### config.mk
export PLATFORM = sky130hd
export DESIGN_NAME = apb_master_arb
export DESIGN_NICKNAME = d
export VERILOG_FILES = /design/src/rtl/apb_pkg.sv /design/src/rtl/apb_rr_pick.sv /design/src/rtl/apb_master_arb.sv
export SDC_FILE = /design/constraint.sdc
export NUM_CORES = 1
export LEC_CHECK = 0
export ABC_CLOCK_PERIOD_IN_PS = 4000
export BUFFER_PORTS_ARGS = -buffer_cell sky130_fd_sc_hd__buf_2
export CAP_MARGIN = 40
export CELL_PAD_IN_SITES_DETAIL_PLACEMENT = 0
export CELL_PAD_IN_SITES_GLOBAL_PLACEMENT = 1
export CORE_AREA = 2 2 113 115
export DETAILED_ROUTE_END_ITERATION = 10
export DIE_AREA = 0 0 115 117
export GPL_ROUTABILITY_DRIVEN = 0
export HOLD_SLACK_MARGIN = 0.03
export PLACE_DENSITY = 0.81
export SYNTH_ARGS = -nofsm -noshare
export SYNTH_HDL_FRONTEND = slang
export SYNTH_SLANG_ARGS = --single-unit
### constraint.sdc
create_clock -name clk -period 4 [get_ports clk]
set_input_delay 0.8 -clock clk [delete_from_list [all_inputs] [get_ports clk]]
set_output_delay 0.8 -clock clk [all_outputs]
set_load 0.01 [all_outputs]
### src/rtl/apb_pkg.sv
// Shared APB definitions: response codes, the transfer-phase state type and
// the round-robin distance helper used by the picker.
package apb_pkg;

    localparam logic [1:0] OKAY   = 2'b00;
    localparam logic [1:0] SLVERR = 2'b10;

    typedef enum logic [1:0] {
        IDLE   = 2'd0,
        SETUP  = 2'd1,
        ACCESS = 2'd2
    } apb_state_e;

    // Priority distance of requester idx when the round robin starts at ptr.
    // Distance 0 is the highest priority.
    function automatic int rr_distance(input int idx, input int ptr, input int n);
        if (idx >= ptr) begin
            return idx - ptr;
        end
        return idx + n - ptr;
    endfunction

endpackage

### src/rtl/apb_rr_pick.sv
// Combinational round-robin picker: grants the eligible requester closest to
// ptr_i (inclusive, wrapping). Masked requesters never win.
module apb_rr_pick
    import apb_pkg::*;
#(
    parameter int NMST = 2,
    parameter int PW   = (NMST > 1) ? $clog2(NMST) : 1
)(
    input  logic [NMST-1:0] req_i,
    input  logic [NMST-1:0] mask_i,
    input  logic [PW-1:0]   ptr_i,
    output logic [NMST-1:0] gnt_o,
    output logic            valid_o
);

    logic [NMST-1:0] elig;
    int              best;
    int              bestDist;

    assign elig = req_i & ~mask_i;

    // Scan every requester and keep the eligible one with the smallest distance.
    always_comb begin
        best     = 0;
        bestDist = NMST;
        valid_o  = 1'b0;
        gnt_o    = '0;
        for (int i = 0; i < NMST; i++) begin
            if (elig[i] && (rr_distance(i, int'(ptr_i), NMST) < bestDist)) begin
                bestDist = rr_distance(i, int'(ptr_i), NMST);
                best     = i;
                valid_o  = 1'b1;
            end
        end
        for (int i = 0; i < NMST; i++) begin
            gnt_o[i] = valid_o && (best == i);
        end
    end

endmodule

### src/rtl/apb_master_arb.sv
// Round-robin arbiter sharing one downstream APB slave between NMST upstream
// masters. Sequences SETUP/ACCESS downstream, steers the response to the
// grantee only, and terminates hung accesses with SLVERR via a watchdog.
module apb_master_arb
    import apb_pkg::*;
#(
    parameter int NMST = 2,
    parameter int AWID = 32,
    parameter int DWID = 32,
    parameter int TOUT = 255
)(
    input  logic                   clk,
    input  logic                   rst_n,
    input  logic [NMST-1:0]        m_psel,
    input  logic [NMST-1:0]        m_penable,
    input  logic [NMST-1:0]        m_pwrite,
    input  logic [NMST*AWID-1:0]   m_paddr,
    input  logic [NMST*DWID-1:0]   m_pwdata,
    input  logic [NMST*DWID/8-1:0] m_pstrb,
    output logic [DWID-1:0]        m_prdata,
    output logic [NMST-1:0]        m_pready,
    output logic [1:0]             m_presp,
    output logic                   psel,
    output logic                   penable,
    output logic                   pwrite,
    output logic [AWID-1:0]        paddr,
    output logic [DWID-1:0]        pwdata,
    output logic [DWID/8-1:0]      pstrb,
    input  logic [DWID-1:0]        prdata,
    input  logic                   pready,
    input  logic [1:0]             presp,
    output logic [NMST-1:0]        gnt,
    output logic                   timeout
);

    localparam int SW  = DWID / 8;
    localparam int PW  = (NMST > 1) ? $clog2(NMST) : 1;
    localparam int WDW = (TOUT > 0) ? $clog2(TOUT + 1) : 1;

    // The watchdog counter holds the number of ACCESS cycles already spent
    // waiting; it fires in the ACCESS cycle that would take it to TOUT.
    localparam logic [WDW-1:0] WD_LAST = (TOUT > 0) ? WDW'(TOUT - 1) : '0;
    localparam logic [WDW-1:0] WD_MAX  = '1;

    apb_state_e      state_q, state_d;
    logic [NMST-1:0] gnt_q, gnt_d;
    logic [PW-1:0]   rr_ptr_q, rr_ptr_d;
    logic [WDW-1:0]  wd_q, wd_d;

    logic [PW-1:0]   gidx;
    logic [PW-1:0]   next_ptr;
    logic [NMST-1:0] pick_gnt;
    logic            pick_valid;
    logic [NMST-1:0] pick_mask;
    logic [PW-1:0]   pick_ptr;
    logic            wd_fire;
    logic            done;

    // Binary index of the one-hot grant; 0 when idle so the muxes stay defined.
    always_comb begin
        gidx = '0;
        for (int i = 0; i < NMST; i++) begin
            if (gnt_q[i]) begin
                gidx = PW'(i);
            end
        end
    end

    assign next_ptr = (gidx == PW'(NMST - 1)) ? '0 : gidx + PW'(1);

    // In the completion cycle the current grantee is masked out and the search
    // starts just after it, so back-to-back grants rotate fairly.
    assign pick_mask = (state_q == ACCESS) ? gnt_q : '0;
    assign pick_ptr  = (state_q == ACCESS) ? next_ptr : rr_ptr_q;

    apb_rr_pick #(
        .NMST (NMST),
        .PW   (PW)
    ) u_pick (
        .req_i   (m_psel),
        .mask_i  (pick_mask),
        .ptr_i   (pick_ptr),
        .gnt_o   (pick_gnt),
        .valid_o (pick_valid)
    );

    // A real pready always beats the watchdog in the same cycle.
    assign wd_fire = (TOUT != 0) && (state_q == ACCESS) && !pready && (wd_q == WD_LAST);
    assign done    = (state_q == ACCESS) && (pready || wd_fire);

    assign psel     = (state_q != IDLE);
    assign penable  = (state_q == ACCESS);
    assign gnt      = gnt_q;
    assign m_pready = done ? gnt_q : '0;
    assign m_prdata = prdata;
    assign m_presp  = wd_fire ? SLVERR : presp;
    assign timeout  = wd_fire;

    // Downstream command is steered combinationally from the grantee's lanes.
    always_comb begin
        pwrite = 1'b0;
        paddr  = '0;
        pwdata = '0;
        pstrb  = '0;
        for (int i = 0; i < NMST; i++) begin
            if (gidx == PW'(i)) begin
                pwrite = m_pwrite[i];
                paddr  = m_paddr[i*AWID +: AWID];
                pwdata = m_pwdata[i*DWID +: DWID];
                pstrb  = m_pstrb[i*SW +: SW];
            end
        end
    end

    // Transfer sequencing, grant handover, pointer rotation and watchdog count.
    always_comb begin
        state_d  = state_q;
        gnt_d    = gnt_q;
        rr_ptr_d = rr_ptr_q;
        wd_d     = wd_q;
        case (state_q)
            IDLE: begin
                if (pick_valid) begin
                    gnt_d   = pick_gnt;
                    state_d = SETUP;
                end
            end
            SETUP: begin
                wd_d    = '0;
                state_d = ACCESS;
            end
            ACCESS: begin
                if (done) begin
                    rr_ptr_d = next_ptr;
                    wd_d     = '0;
                    if (pick_valid) begin
                        gnt_d   = pick_gnt;
                        state_d = SETUP;
                    end else begin
                        gnt_d   = '0;
                        state_d = IDLE;
                    end
                end else if (wd_q != WD_MAX) begin
                    wd_d = wd_q + WDW'(1);
                end
            end
            default: begin
                gnt_d   = '0;
                state_d = IDLE;
            end
        endcase
    end

    // State registers with synchronous active-low reset; a reset abandons any transfer.
    always_ff @(posedge clk) begin
        if (!rst_n) begin
            state_q  <= IDLE;
            gnt_q    <= '0;
            rr_ptr_q <= '0;
            wd_q     <= '0;
        end else begin
            state_q  <= state_d;
            gnt_q    <= gnt_d;
            rr_ptr_q <= rr_ptr_d;
            wd_q     <= wd_d;
        end
    end

    a_gnt_onehot : assert property (@(posedge clk) disable iff (!rst_n)
        $onehot0(gnt_q))
        else $error("apb_master_arb: grant is not one-hot");

    a_grantee_holds_psel : assert property (@(posedge clk) disable iff (!rst_n)
        (state_q != IDLE) |-> |(m_psel & gnt_q))
        else $error("apb_master_arb: grantee dropped m_psel before completion");

    a_grantee_in_access : assert property (@(posedge clk) disable iff (!rst_n)
        (state_q == ACCESS) |-> |(m_penable & gnt_q))
        else $error("apb_master_arb: grantee not in its access phase during downstream ACCESS");

endmodule

==> results.json, run 1 <==
{
  "die_h_um": 117,
  "clock_sinks": 13,
  "vias_per_cell": 4.28,
  "ioPinCount": 289,
  "dr.pass1.iters": 4,
  "crit_fanout": 6,
  "io_buffers": 222,
  "final-max-slew-violation-count": 0,
  "cts_tree": "yes",
  "crit_chain": "inv_1 > ha_1 > and4_4 > and3_1 > o21a_1 > and2_1 > buf_2",
  "status": "finished clean",
  "setup_tns_ns": 0,
  "cts_setup_buffers": 0,
  "wl_per_cell_um": 17.8,
  "netlist.area_leader.share_pct": 38.5,
  "synth_ff_type": "dfxtp_1",
  "start_kind": "flop",
  "core_um2": 12300,
  "slowest_delay_ns": 0.41,
  "synth_area_leader_cell": "mux2_2",
  "synth_seq_cells": 13,
  "power_mw": 0.911,
  "grt.overflow.total": 0,
  "drtAntennaViolNets": 0,
  "diodes": 0,
  "clk_latency_ns": 0.24,
  "criticalPathCategory": "reg2out",
  "min_period_over_period_pct": 66.9,
  "arrival_ns": 1.88,
  "async_flop_share_pct": 0,
  "initialDrtViolationCount": 81,
  "wl_um": 9900,
  "cellLeakagePower_nw": 1.53,
  "p_per_area_nw_per_um2": 293,
  "nNetsFinal": 594,
  "avgSynthCellArea_um2": 9.04,
  "clockBufferDepth": 2,
  "grt_usage_pct": 12.2,
  "finalHoldViolCount": 0,
  "period_needed_ns": 2.68,
  "h-tree-depth": 1,
  "cts_inserted_buffers": 3,
  "worst-path-buf-inv": 2,
  "max-cap-violations": 0,
  "start_util_pct": 16.4,
  "worst_slew_pin_slew_ns": 0.912,
  "clk_pin_slew_worst_paths_ns": 0.05,
  "slowest_stage": "dfxtp_1",
  "hold_buffers": 0,
  "path_delay_family": "simple AND/OR/NAND/NOR gates",
  "dp_hpwl_um": 8700,
  "yosys_warnings": 0,
  "grt_pass1_wl_um": 12300,
  "grt_pass1_vias": 2151,
  "cts.repair.resized": 0,
  "fp.dieW_um": 115,
  "fmax_ghz": 0.374,
  "synth_most_common_cell": "mux2_2",
  "drc": 0,
  "area_growth_pct": 54.0,
  "netlist_top_cells_count": "mux2_2, buf_4, nand2_1, dfxtp_1, a21oi_1",
  "crit_required_ns": 3.20,
  "postSynthCellCount": 223,
  "rsz0062_at_grt": "no",
  "fillCellCount": 1380,
  "via_count": 2384,
  "hp-class": "reg2reg",
  "skew_ns": 0.00419,
  "synth_area_leaders": "mux2_2, dfxtp_1, buf_4, ha_1, nand2_1",
  "synth_edf_count": 0,
  "drive_above_1_share_pct": 74.9,
  "holdWs_ns": 0.489,
  "synth.distinct_cells": 46,
  "grt_start_max_net_pins": 75,
  "num_rows": 41,
  "synth.cell_area_um2": 2020,
  "reg2reg_slack_ns": 2.04,
  "antenna_found_initial": 1,
  "cp-end-kind": "output pin",
  "slew_headroom_pct": 39.2,
  "ir_drop_mv": 0.214,
  "ys_seq_area_share_pct": 12.9,
  "synth_fp_nets": 409,
  "clk_root_buffer_cell": "clkbuf_16",
  "dieArea_um2": 13500,
  "setup_viol": 0
}
[cell usage in the layout, fill, tap and decap left out, types with 2 or more instances in the layout]
cell	Yosys	layout
ha_1	7	7
and3_1	2	2
nand3_1	6	6
o31a_1	3	3
inv_1	8	8
o21a_1	2	2
or3_1	2	2
buf_2	8	222
nand2b_1	5	5
dfxtp_1	13	12
a21o_1	3	3
nand2_1	14	14
nand4_1	3	3
mux2_2	69	69
a21oi_1	9	9
clkbuf_16	0	3
a41oi_1	2	2
nor2b_1	2	2
mux2i_1	2	2
nand3b_1	2	2
o22ai_1	3	3
[flip-flops by register name, indices dropped and copies added, names as in the netlist]
name and cells:
gnt 2, rr_ptr_q 1, state_q 2, wd_q 8
[routing by layer]
metal,vias up,part of all wire (%),track usage (%)
li1,1150,-,-
met1,1097,40,15.0
met2,129,47,20.1
met3,6,12,6.18
met4,2,0.11,0.482
met5,-,0.13,0
[where the power goes]
| part | internal (mW) | total, mW | switching [mW] |
|---|---|---|---|
| sequential | 0.142 | 0.192 | 0.0492 |
| clock | 0.135 | 0.192 | 0.0575 |
| combinational | 0.279 | 0.527 | 0.248 |
| total | 0.556 | 0.911 | 0.355 |
[tightest hold or removal path: stages (launching register included)]
cell and delay, ns:
dfxtp_1 0.33, nand2_1 0.06, o21ai_1 0.05
[metrics by stage]
step / utilization [%] / setup slack, ns / std cells / cell area [µm²]
6_report: 25.2 / 1.32 / 557 / 3110
5_1_grt: 25.2 / 1.20 / 557 / 3110
4_1_cts: 25.2 / 1.34 / 557 / 3110
3_5_place_dp: 24.6 / 1.43 / 553 / 3030
3_3_place_gp: 24.6 / 1.43 / 553 / 3030
2_1_floorplan: - / 1.72 / 223 / 2020
[cell type report]
class / count / area [µm²] / area share (%)
clock buffers: 4 / 78.8 / 2.54
inverters: 8 / 30.0 / 0.967
multi-input cells: 160 / 1440 / 46.2
flip-flops and latches: 13 / 264 / 8.50
well taps: 150 / 188 / 6.04
repair buffers: 222 / 1110 / 35.8
[path summary, 6_finish.rpt]
check                                 from     endpoint  cells after the start
worst min register to register     wd_q[7]      wd_q[7]                      2
worst max-delay path               wd_q[0]  m_pready[0]                      7
worst max register to register  state_q[0]      wd_q[3]                      6
worst min-delay path               wd_q[7]      wd_q[7]                      2
[logic make-up (layout without fill, tap and decap cells)]
kind of cell | Yosys count | after routing | synth area share [%]
AOI/OAI and AO/OA | 33 | 33 | 12.8
muxes | 71 | 71 | 39.5
buffers and inverters | 50 | 234 | 15.9
and+or+nand+nor | 49 | 49 | 14.5
adders and majority gates | 7 | 7 | 4.34
DFF | 13 | 13 | 12.9
Power figures use the tool's default switching activity.
==> inputs of run 2 (changes only) <==
--- a/config.mk
+++ b/config.mk
@@ -5,7 +5,7 @@
 export SDC_FILE = /design/constraint.sdc
 export NUM_CORES = 1
 export LEC_CHECK = 0
-export ABC_CLOCK_PERIOD_IN_PS = 4000
+export ABC_CLOCK_PERIOD_IN_PS = 2660
 export BUFFER_PORTS_ARGS = -buffer_cell sky130_fd_sc_hd__buf_2
 export CAP_MARGIN = 40
 export CELL_PAD_IN_SITES_DETAIL_PLACEMENT = 0
==> constraint.sdc (replaced) <==
create_clock -name clk -period 2.66 [get_ports clk]
set_input_delay 0.532 -clock clk [delete_from_list [all_inputs] [get_ports clk]]
set_output_delay 0.532 -clock clk [all_outputs]
set_load 0.01 [all_outputs]
==> run 2 against run 1 <==
Effect of this change:
- setup slack got worse by 1.1 ns
- design area is 0.72% higher
- flip-flop and latch count unchanged
- non-clock buffer count rose by 3
- clock power grew 47%
- via count grew 0.50%
- cell count grew 0.54%
- utilization is 0.18 points higher
- clock skew fell by 0.0035 ns
- count of clock-buffer cells in the layout is the same
- critical endpoint unchanged
- sequential power is 33% higher
- highest routed layer unchanged
- largest power group unchanged
- routed wire length grew 1.4%
==> results.json, run 2 (synthesis gave the netlist of run 1 again) <==
{
  "clock_sinks": 13,
  "hp-class": "reg2reg",
  "rsz0062_at_grt": "no",
  "setup_tns_ns": 0,
  "r2r-start": "state_q[0]",
  "area_growth_pct": 55.1,
  "r2r_end": "wd_q[3]",
  "final_cell_mix": "buf_2, mux2_2, nand2_1",
  "grt_pass1_vias": 2255,
  "worst-path-buf-inv": 2,
  "max-cap-violations": 0,
  "num_rows": 41,
  "worst_slew_pin_slew_ns": 0.469,
  "fin_area_um2": 3130,
  "drc": 0,
  "core_um2": 12300,
  "antenna_found_initial": 1,
  "reg2reg_slack_ns": 0.69,
  "wl_per_cell_um": 17.9,
  "holdWs_ns": 0.498,
  "setup_viol": 0,
  "clockBufferDepth": 2,
  "fmax_ghz": 0.418,
  "power_mw": 1.38,
  "whs_endpoint": "wd_q[7]",
  "grt.overflow.total": 0,
  "cts_setup_buffers": 0,
  "hold_buffers": 0,
  "dp.cells": 556,
  "nNetsFinal": 597,
  "p_per_area_nw_per_um2": 440,
  "h-tree-depth": 1,
  "grt_usage_pct": 12.6,
  "cts_tree": "yes",
  "cp-end-kind": "output pin",
  "path_delay_family": "simple AND/OR/NAND/NOR gates",
  "stdcell_count": 560,
  "cellLeakagePower_nw": 1.54,
  "crit_required_ns": 2.13,
  "slew_headroom_pct": 68.6,
  "worstRegToRegCells": 6,
  "fillCellCount": 1344,
  "clk_pin_slew_worst_paths_ns": 0.04,
  "regMostFlops": "wd_q",
  "grt_pass1_wl_um": 12800,
  "grt_start_max_net_pins": 31,
  "status": "finished clean",
  "io_buffers": 222,
  "crit_chain": "inv_1 > ha_1 > and4_4 > and3_1 > o21a_1 > and2_1 > buf_2",
  "layout_commonest_cell": "buf_2",
  "via_count": 2396,
  "cts_inserted_buffers": 3,
  "drive_above_1_share_pct": 75.1,
  "finalHoldViolCount": 0,
  "cts.repair.resized": 0,
  "wl_um": 10000,
  "clk_latency_ns": 0.24,
  "criticalPathCategory": "reg2out",
  "hold_depth": 2,
  "dp_hpwl_um": 8900,
  "start_util_pct": 16.4,
  "dr.pass1.iters": 4,
  "slowest_stage": "dfxtp_1",
  "min_from": "wd_q[7]",
  "skew_ns": 0.000708,
  "initialDrtViolationCount": 64,
  "clk_root_buffer_cell": "clkbuf_16",
  "diodes": 0,
  "ir_drop_mv": 0.447,
  "largest_reg_flops": 8,
  "fp.dieW_um": 115,
  "period_needed_ns": 2.39,
  "die_h_um": 117,
  "place_area_um2": 3050,
  "start_kind": "flop",
  "ioPinCount": 289,
  "vias_per_cell": 4.28,
  "layout.area.seq_um2": 264,
  "min_period_over_period_pct": 89.9,
  "arrival_ns": 1.86,
  "final-max-slew-violation-count": 0,
  "slowest_delay_ns": 0.40,
  "crit_fanout": 6,
  "multi_input_area_um2": 1440,
  "dieArea_um2": 13500,
  "drtAntennaViolNets": 0
}
==> run 2: changes by cell type in the layout (fill, tap and decap cells not counted) <==
cell   previous run  this run
buf_4             0         3
==> run 2: worst max-delay path by stage <==
stage	start	endpoint	slack, ns	depth (start not counted)
floorplan	wd_q[0]	m_pready[0]	0.75	6
global placement	wd_q[0]	m_pready[0]	0.56	7
detailed placement	state_q[0]	m_presp[1]	0.47	6
CTS	state_q[0]	m_presp[1]	0.20	6
global route	state_q[0]	m_presp[1]	0.1	6
finish	wd_q[0]	m_pready[0]	0.27	7
==> run 2: worst register-to-register path, stage by stage (launching register included) <==
cell and delay [ns]:
dfxtp_1 0.32, inv_1 0.13, ha_1 0.39, nand2b_1 0.17
a31oi_2 0.43, nand2_2 0.17, o32ai_2 0.28
==> run 2: area by class of cell <==
| cell class | count | area share (%) |
|---|---|---|
| multi-input combinational | 160 | 45.9 |
| timing repair buffer | 225 | 36.2 |
| sequential | 13 | 8.44 |
| tap | 150 | 6.00 |
| clock buffer | 4 | 2.52 |
| inverter | 8 | 0.960 |
==> run 2: per-stage QoR <==
| stage | setup slack (ns) | util, % |
|---|---|---|
| after detailed placement | 0.470 | 24.8 |
| after global routing | 0.0955 | 25.4 |
| after global placement | 0.561 | 24.8 |
| final | 0.269 | 25.4 |
| after floorplan | 0.753 | - |
| after CTS | 0.205 | 25.4 |
==> run 2: routing by layer <==
| layer | track usage [%] | vias to the layer above | part of all wire (%) |
|---|---|---|---|
| li1 | - | 1154 | - |
| met1 | 15.2 | 1105 | 39 |
| met2 | 21.0 | 125 | 48 |
| met3 | 6.33 | 10 | 13 |
| met4 | 1.45 | 2 | 0.58 |
| met5 | 0 | - | 0.13 |
==> run 2: where the power goes <==
part	internal (mW)	leakage [nW]	total [mW]	switching [mW]
registers	0.214	0.106	0.255	0.0412
logic	0.427	1.40	0.839	0.412
clock network	0.202	0.0382	0.283	0.0808
total	0.843	1.54	1.38	0.534
